===== src/rtl/spi_defs.sv =====
// Shared SPI definitions: FSM encodings, byte geometry and helpers used by
// both the SPI slave and the SPI master.
package spi_defs;

    typedef enum logic [0:0] {
        ST_IDLE   = 1'b0,
        ST_ACTIVE = 1'b1
    } spi_state_e;

    localparam int BYTE_W    = 8;
    localparam int MAX_BYTES = 4;

    // Saturate a requested byte count to the buffer depth.
    function automatic logic [2:0] clamp_count(input logic [2:0] cnt);
        if (cnt > 3'(MAX_BYTES)) begin
            return 3'(MAX_BYTES);
        end else begin
            return cnt;
        end
    endfunction

endpackage


===== src/rtl/spi_pin_sync.sv =====
// Multi-flop synchronizer for one asynchronous SPI pin, with rise/fall
// detection against one extra registered copy of the synchronized level.
module spi_pin_sync
    import spi_defs::*;
#(
    parameter int   SYNC_STAGES = 2,
    parameter logic RESET_VAL   = 1'b0
) (
    input  logic clk_i,
    input  logic rstn_i,
    input  logic pin_i,
    output logic sync_o,
    output logic rise_o,
    output logic fall_o
);

    logic [SYNC_STAGES-1:0] r_sync;
    logic                   r_prev;

    // Synchronizer chain and edge-detect history, preset to the pin's idle level.
    always_ff @(posedge clk_i) begin
        if (!rstn_i) begin
            r_sync <= {SYNC_STAGES{RESET_VAL}};
            r_prev <= RESET_VAL;
        end else begin
            r_sync <= {r_sync[SYNC_STAGES-2:0], pin_i};
            r_prev <= r_sync[SYNC_STAGES-1];
        end
    end

    assign sync_o = r_sync[SYNC_STAGES-1];
    assign rise_o = r_sync[SYNC_STAGES-1] & ~r_prev;
    assign fall_o = ~r_sync[SYNC_STAGES-1] & r_prev;

endmodule


===== src/rtl/spi_slave.sv =====
// SPI mode-0 slave: MSB-first byte shifting, 4-byte receive buffer with
// sticky overflow, and a snapshot of up to 4 reply bytes per burst.
module spi_slave
    import spi_defs::*;
#(
    parameter int SYNC_STAGES = 2
) (
    input  logic        clk_i,
    input  logic        rstn_i,
    input  logic        spi_clk_i,
    input  logic        spi_mosi_i,
    input  logic        spi_ss_n_i,
    output logic        spi_miso_o,
    input  logic [31:0] tx_data_i,
    input  logic [2:0]  tx_data_bytes_valid_i,
    input  logic        reset_fill_level_i,
    output logic [31:0] rx_data_o,
    output logic [2:0]  rx_data_bytes_valid_o,
    output logic        busy_o,
    output logic        overflow_o
);

    spi_state_e  r_state;
    spi_state_e  w_next_state;
    logic        w_sclk_rise, w_sclk_fall, w_unused_sclk_lvl;
    logic        w_mosi, w_unused_mosi_rise, w_unused_mosi_fall;
    logic        w_ss_rise, w_ss_fall, w_unused_ss_lvl;
    logic [31:0] r_tx_snap;
    logic [2:0]  r_tx_cnt;
    logic [2:0]  r_tx_idx;
    logic [7:0]  r_tx;
    logic [7:0]  w_tx_next;
    logic [2:0]  r_bit_cnt;
    logic [6:0]  r_rx_shift;
    logic [7:0]  w_rx_byte;
    logic        w_shift_en;
    logic        w_byte_done;
    logic [31:0] r_rx_data;
    logic [2:0]  r_fill;
    logic        r_overflow;

    spi_pin_sync #(.SYNC_STAGES(SYNC_STAGES), .RESET_VAL(1'b0)) u_sync_sclk (
        .clk_i(clk_i), .rstn_i(rstn_i), .pin_i(spi_clk_i),
        .sync_o(w_unused_sclk_lvl), .rise_o(w_sclk_rise), .fall_o(w_sclk_fall)
    );

    spi_pin_sync #(.SYNC_STAGES(SYNC_STAGES), .RESET_VAL(1'b0)) u_sync_mosi (
        .clk_i(clk_i), .rstn_i(rstn_i), .pin_i(spi_mosi_i),
        .sync_o(w_mosi), .rise_o(w_unused_mosi_rise), .fall_o(w_unused_mosi_fall)
    );

    spi_pin_sync #(.SYNC_STAGES(SYNC_STAGES), .RESET_VAL(1'b1)) u_sync_ss (
        .clk_i(clk_i), .rstn_i(rstn_i), .pin_i(spi_ss_n_i),
        .sync_o(w_unused_ss_lvl), .rise_o(w_ss_rise), .fall_o(w_ss_fall)
    );

    // State register.
    always_ff @(posedge clk_i) begin
        if (!rstn_i) begin
            r_state <= ST_IDLE;
        end else begin
            r_state <= w_next_state;
        end
    end

    // Transaction framing follows the synchronized slave-select edges only.
    always_comb begin
        w_next_state = r_state;
        case (r_state)
            ST_IDLE: begin
                if (w_ss_fall) w_next_state = ST_ACTIVE;
                else           w_next_state = ST_IDLE;
            end
            ST_ACTIVE: begin
                if (w_ss_rise) w_next_state = ST_IDLE;
                else           w_next_state = ST_ACTIVE;
            end
            default: w_next_state = ST_IDLE;
        endcase
    end

    // Next reply byte, or zero once past the snapshot count.
    always_comb begin
        w_tx_next = 8'h00;
        if (r_tx_idx < r_tx_cnt) begin
            w_tx_next = r_tx_snap[{r_tx_idx[1:0], 3'b000} +: 8];
        end else begin
            w_tx_next = 8'h00;
        end
    end

    assign w_shift_en  = (r_state == ST_ACTIVE) && !w_ss_rise;
    assign w_rx_byte   = {r_rx_shift, w_mosi};
    assign w_byte_done = w_shift_en && w_sclk_rise && (r_bit_cnt == 3'd7);

    // Bit-level shifting in both directions plus burst-start snapshot.
    always_ff @(posedge clk_i) begin
        if (!rstn_i) begin
            r_tx_snap  <= 32'h0000_0000;
            r_tx_cnt   <= 3'd0;
            r_tx_idx   <= 3'd0;
            r_tx       <= 8'h00;
            r_bit_cnt  <= 3'd0;
            r_rx_shift <= 7'd0;
        end else if ((r_state == ST_IDLE) && w_ss_fall) begin
            r_tx_snap  <= tx_data_i;
            r_tx_cnt   <= clamp_count(tx_data_bytes_valid_i);
            r_tx_idx   <= 3'd1;
            r_tx       <= (clamp_count(tx_data_bytes_valid_i) == 3'd0) ? 8'h00 : tx_data_i[7:0];
            r_bit_cnt  <= 3'd0;
            r_rx_shift <= 7'd0;
        end else if (w_shift_en) begin
            if (w_sclk_rise) begin
                r_rx_shift <= w_rx_byte[6:0];
                r_bit_cnt  <= r_bit_cnt + 3'd1;
            end
            // A falling edge with the counter back at 0 ends a full byte.
            if (w_sclk_fall) begin
                if (r_bit_cnt == 3'd0) begin
                    r_tx     <= w_tx_next;
                    r_tx_idx <= (r_tx_idx < 3'(MAX_BYTES)) ? r_tx_idx + 3'd1 : r_tx_idx;
                end else begin
                    r_tx <= {r_tx[6:0], 1'b0};
                end
            end
        end
    end

    // Receive buffer: fill level, byte slots and sticky overflow.
    always_ff @(posedge clk_i) begin
        if (!rstn_i) begin
            r_rx_data  <= 32'h0000_0000;
            r_fill     <= 3'd0;
            r_overflow <= 1'b0;
        end else if (w_byte_done) begin
            if (reset_fill_level_i) begin
                r_rx_data[7:0] <= w_rx_byte;
                r_fill         <= 3'd1;
                r_overflow     <= 1'b0;
            end else if (r_fill >= 3'(MAX_BYTES)) begin
                r_overflow <= 1'b1;
            end else begin
                r_rx_data[{r_fill[1:0], 3'b000} +: 8] <= w_rx_byte;
                r_fill <= r_fill + 3'd1;
            end
        end else if (reset_fill_level_i) begin
            r_fill     <= 3'd0;
            r_overflow <= 1'b0;
        end
    end

    assign rx_data_o             = r_rx_data;
    assign rx_data_bytes_valid_o = r_fill;
    assign overflow_o            = r_overflow;
    assign busy_o                = (r_state == ST_ACTIVE);
    assign spi_miso_o            = (r_state == ST_ACTIVE) & r_tx[7];

endmodule


===== config.mk =====
export PLATFORM = sky130hd
export DESIGN_NAME = spi_slave
export DESIGN_NICKNAME = d
export VERILOG_FILES = /design/src/rtl/spi_defs.sv /design/src/rtl/spi_pin_sync.sv /design/src/rtl/spi_slave.sv
export SDC_FILE = /design/constraint.sdc
export NUM_CORES = 1
export LEC_CHECK = 0
export CAP_MARGIN = 20
export CORE_UTILIZATION = 56
export DETAILED_ROUTE_END_ITERATION = 10
export PLACE_DENSITY_LB_ADDON = 0.05
export SYNTH_ARGS = -nofsm -noshare
export SYNTH_HDL_FRONTEND = slang
export SYNTH_SLANG_ARGS = --single-unit
export TNS_END_PERCENT = 50

===== constraint.sdc =====
create_clock -name clk_i -period 3.5 [get_ports clk_i]
set_clock_uncertainty 0.2 [all_clocks]
set_input_delay 1.05 -clock clk_i [delete_from_list [all_inputs] [get_ports clk_i]]
set_output_delay 1.05 -clock clk_i [all_outputs]
set_load 0.005 [all_outputs]

# After elaboration in Yosys (flattened, before gate mapping)
# Cells that the tools add are included.
# word_totals
out_inout_bits	38
inputBits	41
wordCells	93
regBits	101
# classes
n_bitwise	13
n_shift	3
n_addsub	4
order_cmp	4
mux	28
eq_ne	2
n_reduce_logical	22
# ops
cell	n
two-way mux 8 bit	8
bitwise mux 32 bit	1
variable shift 8 x 7 -> 32 bit, first input constant	1
variable part select 32 x 6 -> 8 bit	1
variable part select 8 x 7 -> 32 bit	1
two-way mux 3 bit	7
nonzero test 2 bit	6
two-way mux 1 bit	11
AND reduction 2 bit	5
adder 3 x 1 -> 3 bit, second input constant	3
inverter 1 bit	8
AND reduction 4 bit	2
negator 5 -> 7 bit	1
zero test 3 bit	2
AND 1 bit	5
logical AND 1 bit	4
== test 3 bit, second input constant	1
>= comparator 3 bit, second input constant	1
greater-than comparator 3 bit, second input constant	1
less-than comparator 3 bit	1
less-than comparator 3 bit, second input constant	1
AND reduction 3 bit	1
!= test 2 bit, second input constant	1
case mux 1 bit (2 select lines)	1
other kinds (2)	2

# Depth between registers and ports, before layout
# depth
word_depth	8
mapped_depth	8
depth_no_buf	6

# By module
# A second synthesis with hierarchy kept.
# hier_totals
cells_unflattened	493
hier_area_um2	4377.9
# by_module_without_submodules
mod	area_per_inst_um2	n_inst	cells_each
spi_slave	4103.9	1	469
spi_pin_sync	91.3	3	8

# Worst setup path after synthesis
# Ideal clock, no wire load.
# synth_path
path_kind	input -> register
from	input reset_fill_level_i
to	register r_rx_data[0], in the netlist rx_data_o[0]
required_time_ps	3224
arrival_time_ps	1898
path_buffers	1
slack_ps	1326
cell_stages	5
setup_time_ps	76
path_cell_list	inv_1 -> a2111oi_4 -> buf_4 -> o211ai_1 -> a21boi_0
# synth_via
elab_chain_cells	2
elab_cells_between_ends	3
# synth_lines
element	line	rtl
start, declared	spi_slave.sv:16	input logic reset_fill_level_i,
!= test 2 bit (no line)	n/a	
AND reduction 2 bit (no line)	n/a	
end signal, assigned	spi_slave.sv:137	r_rx_data[7:0] <= w_rx_byte;
end signal, assigned by index	spi_slave.sv:143	r_rx_data[{r_fill[1:0], 3'b000} +: 8] <= w_rx_byte;
end, declared	spi_slave.sv:38	logic [31:0] r_rx_data;
# Parallel ways exist; a longest one is shown, timed or not.
# A chain may end at the register's enable or synchronous reset.

# Final worst setup path
# layout_path
from	register r_state, in the netlist busy_o
to	output spi_miso_o
# layout_via
elab_chain_cells	1
# layout_lines
element	line	rtl
start, declared	spi_slave.sv:23	spi_state_e r_state;
start signal, assigned	spi_slave.sv:62	r_state <= w_next_state;
AND 1 bit	spi_slave.sv:156	assign spi_miso_o = (r_state == ST_ACTIVE) & r_tx[7];
end, declared	spi_slave.sv:13	output logic spi_miso_o,
# No other way between the ends.

==> results.py <==
metrics = {
    "cts": {
        "path_clk_slew_ns": 0.09,
        "cts.sinks": 101,
        "cts_root_buf": "clkbuf_8",
        "cts_tree": "yes",
        "cts_setup_buffers": 0,
        "htreeDepth": 3,
        "numCtsBuffers": 9,
        "cts_resized": 0,
        "cts_buffer_depth": 2,
        "holdBufCountCts": 0,
        "clock_latency_ns": 0.36,
    },
    "detailed_routing": {
        "firstDrtPassIters": 5,
        "drc": 0,
        "ant_nets": 0,
        "routed_wl_um": 9860,
        "drtIter0Drc": 168,
        "vias": 3627,
        "vias_per_cell": 5.57,
        "wl_per_cell_um": 15.1,
    },
    "global_route": {
        "gr-total-overflow": 0,
        "first_global_vias": 3441,
        "gr-usage-all-layers_pct": 25.0,
        "antenna_found_initial": 0,
        "grt_pass1_wl_um": 16600,
        "grt_max_degree": 65,
    },
    "cells_and_area": {
        "finalNonFillerCells": 651,
        "antennaDiodeCount": 0,
        "layout-drive-gt1-share_pct": 7.83,
        "stdcell_area_um2": 5480,
        "area_growth_syn_to_layout_pct": 23.7,
        "layout.nets": 596,
        "final_core_util_pct": 71.3,
    },
    "pwr": {
        "power_density_nw_per_um2": 387,
        "ir_worst_vdd_mv": 0.309,
        "power.leakage_nw": 1.99,
        "p_total_mw": 2.12,
    },
    "status": {
        "status": "finished, final reports clean",
    },
    "run": {
        "drv_cap": 0,
    },
    "critical_path": {
        "crit_buf_inv": 1,
        "cp_top_family": "flip-flops",
        "end_kind": "primary output",
        "cpPeakStageDelay_ns": 0.54,
        "crit_fanout": 9,
        "path_class": "flop to primary output",
        "critical_path.cell_chain": "and2_1 -> clkdlybuf4s50_1",
        "arrival_ns": 1.62,
        "crit_path_top_delay_cell": "dfxtp_1",
        "cp-start-kind": "flop",
        "critPathRequiredTime_ns": 2.25,
    },
    "synth": {
        "synth_top_cell_by_area": "dfxtp_1",
        "synth.top_cell.area_share_pct": 45.6,
        "synth_edf_count": 0,
        "ys_warn_count": 0,
        "yosys-top-cells-count": "113 x nand2_1, 101 x dfxtp_1, 43 x a21boi_0",
        "ys_seq_area_share_pct": 45.6,
        "syn-instance-count": 480,
        "synth_nets": 532,
        "synth_cell_types": 44,
        "ys_async_sr_fraction_pct": 0,
        "syn-cell-area_um2": 4430,
        "synth_area_per_cell_um2": 9.23,
        "yosysMostFrequentCell": "nand2_1",
        "synth_area_leaders": "dfxtp_1 46%, nand2_1 9.6%, a21boi_0 7.3%",
        "ys_ff_latch": 101,
        "synthFlopType": "dfxtp_1",
    },
    "sta": {
        "setup_tns_ns": 0,
        "tightestPinTransition_ns": 0.924,
        "slew-limit-headroom_pct": 38.1,
        "setup_viol": 0,
        "maxSlewViolCount": 0,
        "max_clock_freq_ghz": 0.349,
        "finalHoldViolCount": 0,
        "fin_crit_sh_pct": 81.9,
        "period_needed_ns": 2.87,
        "rsz0062_at_grt": "false",
    },
    "place": {
        "placed_cells_incl_taps": 635,
        "numPortBuffers": 78,
        "dp_hpwl_um": 6790,
        "post_dp_cell_area_um2": 5260,
        "gp_congestion": 0.845,
    },
    "floorplanning": {
        "rows": 32,
        "die_h_um": 90.9,
        "io_pins": 79,
        "core_area_um2": 7690,
        "die_w_um": 90.9,
        "die_area_um2": 8270,
        "start_util_pct": 57.6,
    },
    "min_path": {
        "hold_path.class": "flop to flop",
    },
}
-- registers in the layout, summed over array words and instances (netlist names), 3 cells and up --
| register | flops |
|---|---|
| rx_data_o | 32 |
| r_bit_cnt | 3 |
| r_tx_cnt | 3 |
| rx_data_bytes_valid_o | 3 |
| r_tx_idx | 3 |
| r_rx_shift | 7 |
| r_tx | 8 |
| r_tx_snap | 32 |
-- logic make-up after synthesis --
logic type | count (synthesis) | synth area share [%]
compound gates | 95 | 15.5
simple gates | 196 | 21.5
fa+ha+maj | 11 | 3.11
buf+inv | 41 | 3.90
xor+xnor | 2 | 0.395
flops | 101 | 45.6
mux | 34 | 9.94
-- per-layer routing --
metal / vias to the layer above / routed length, µm / track usage [%]
li1: 1780 / - / -
met1: 1740 / 4740 / 35.1
met2: 95 / 4490 / 39.0
met3: 12 / 522 / 5.28
met4: 0 / 104 / 6.61
met5: - / 0 / 0
-- per-stage QoR --
stage,setup WS [ns],hold slack (ns)
after global placement,0.646,0.196
final,0.632,0.239
after CTS,0.628,0.240
after floorplan,1.33,0.186
after global routing,0.529,0.260
after detailed placement,0.541,0.211
-- report_power, final --
part	switching (mW)	total [mW]	internal [mW]
combinational	0.0670	0.144	0.0772
sequential	0.0185	1.19	1.17
clock	0.397	0.789	0.392
total	0.483	2.12	1.64
-- cells in the final DEF, fill, tap and decap left out, types with 3 or more instances in the layout --
master,n
a21boi_0,43
a21boi_1,3
a21oi_1,10
a22oi_1,7
a31oi_1,10
and2_1,6
buf_4,5
clkbuf_8,12
clkdlybuf4s50_1,77
dfxtp_1,101
ha_1,11
inv_1,9
mux2i_1,26
mux4_2,8
nand2_1,113
nand2b_1,14
nand3_1,32
nand3b_1,3
nor2_1,8
nor3b_1,3
o211ai_1,9
o21ai_0,8
-- worst paths after layout --
path / startpoint / endpoint / slack [ns] / cells after the start
setup / recovery: busy_o / spi_miso_o / 0.63 / 2
hold / removal: u_sync_ss.r_sync[0] / u_sync_ss.r_sync[1] / 0.24 / 1
setup reg to reg: rx_data_bytes_valid_o[0] / rx_data_o[17] / 1.01 / 5
hold reg to reg: u_sync_ss.r_sync[0] / u_sync_ss.r_sync[1] / 0.24 / 1
-- final cells by class --
type | instances | area (µm²)
Inverter | 10 | 37.5
Fill cell | 654 | 2210
Timing Repair Buffer | 84 | 833
Clock inverter | 4 | 55.1
Multi-Input combinational cell | 338 | 2240
Tap cell | 102 | 128
Sequential cell | 101 | 2020
Clock buffer | 12 | 165
(Power assumes the default switching activity.)
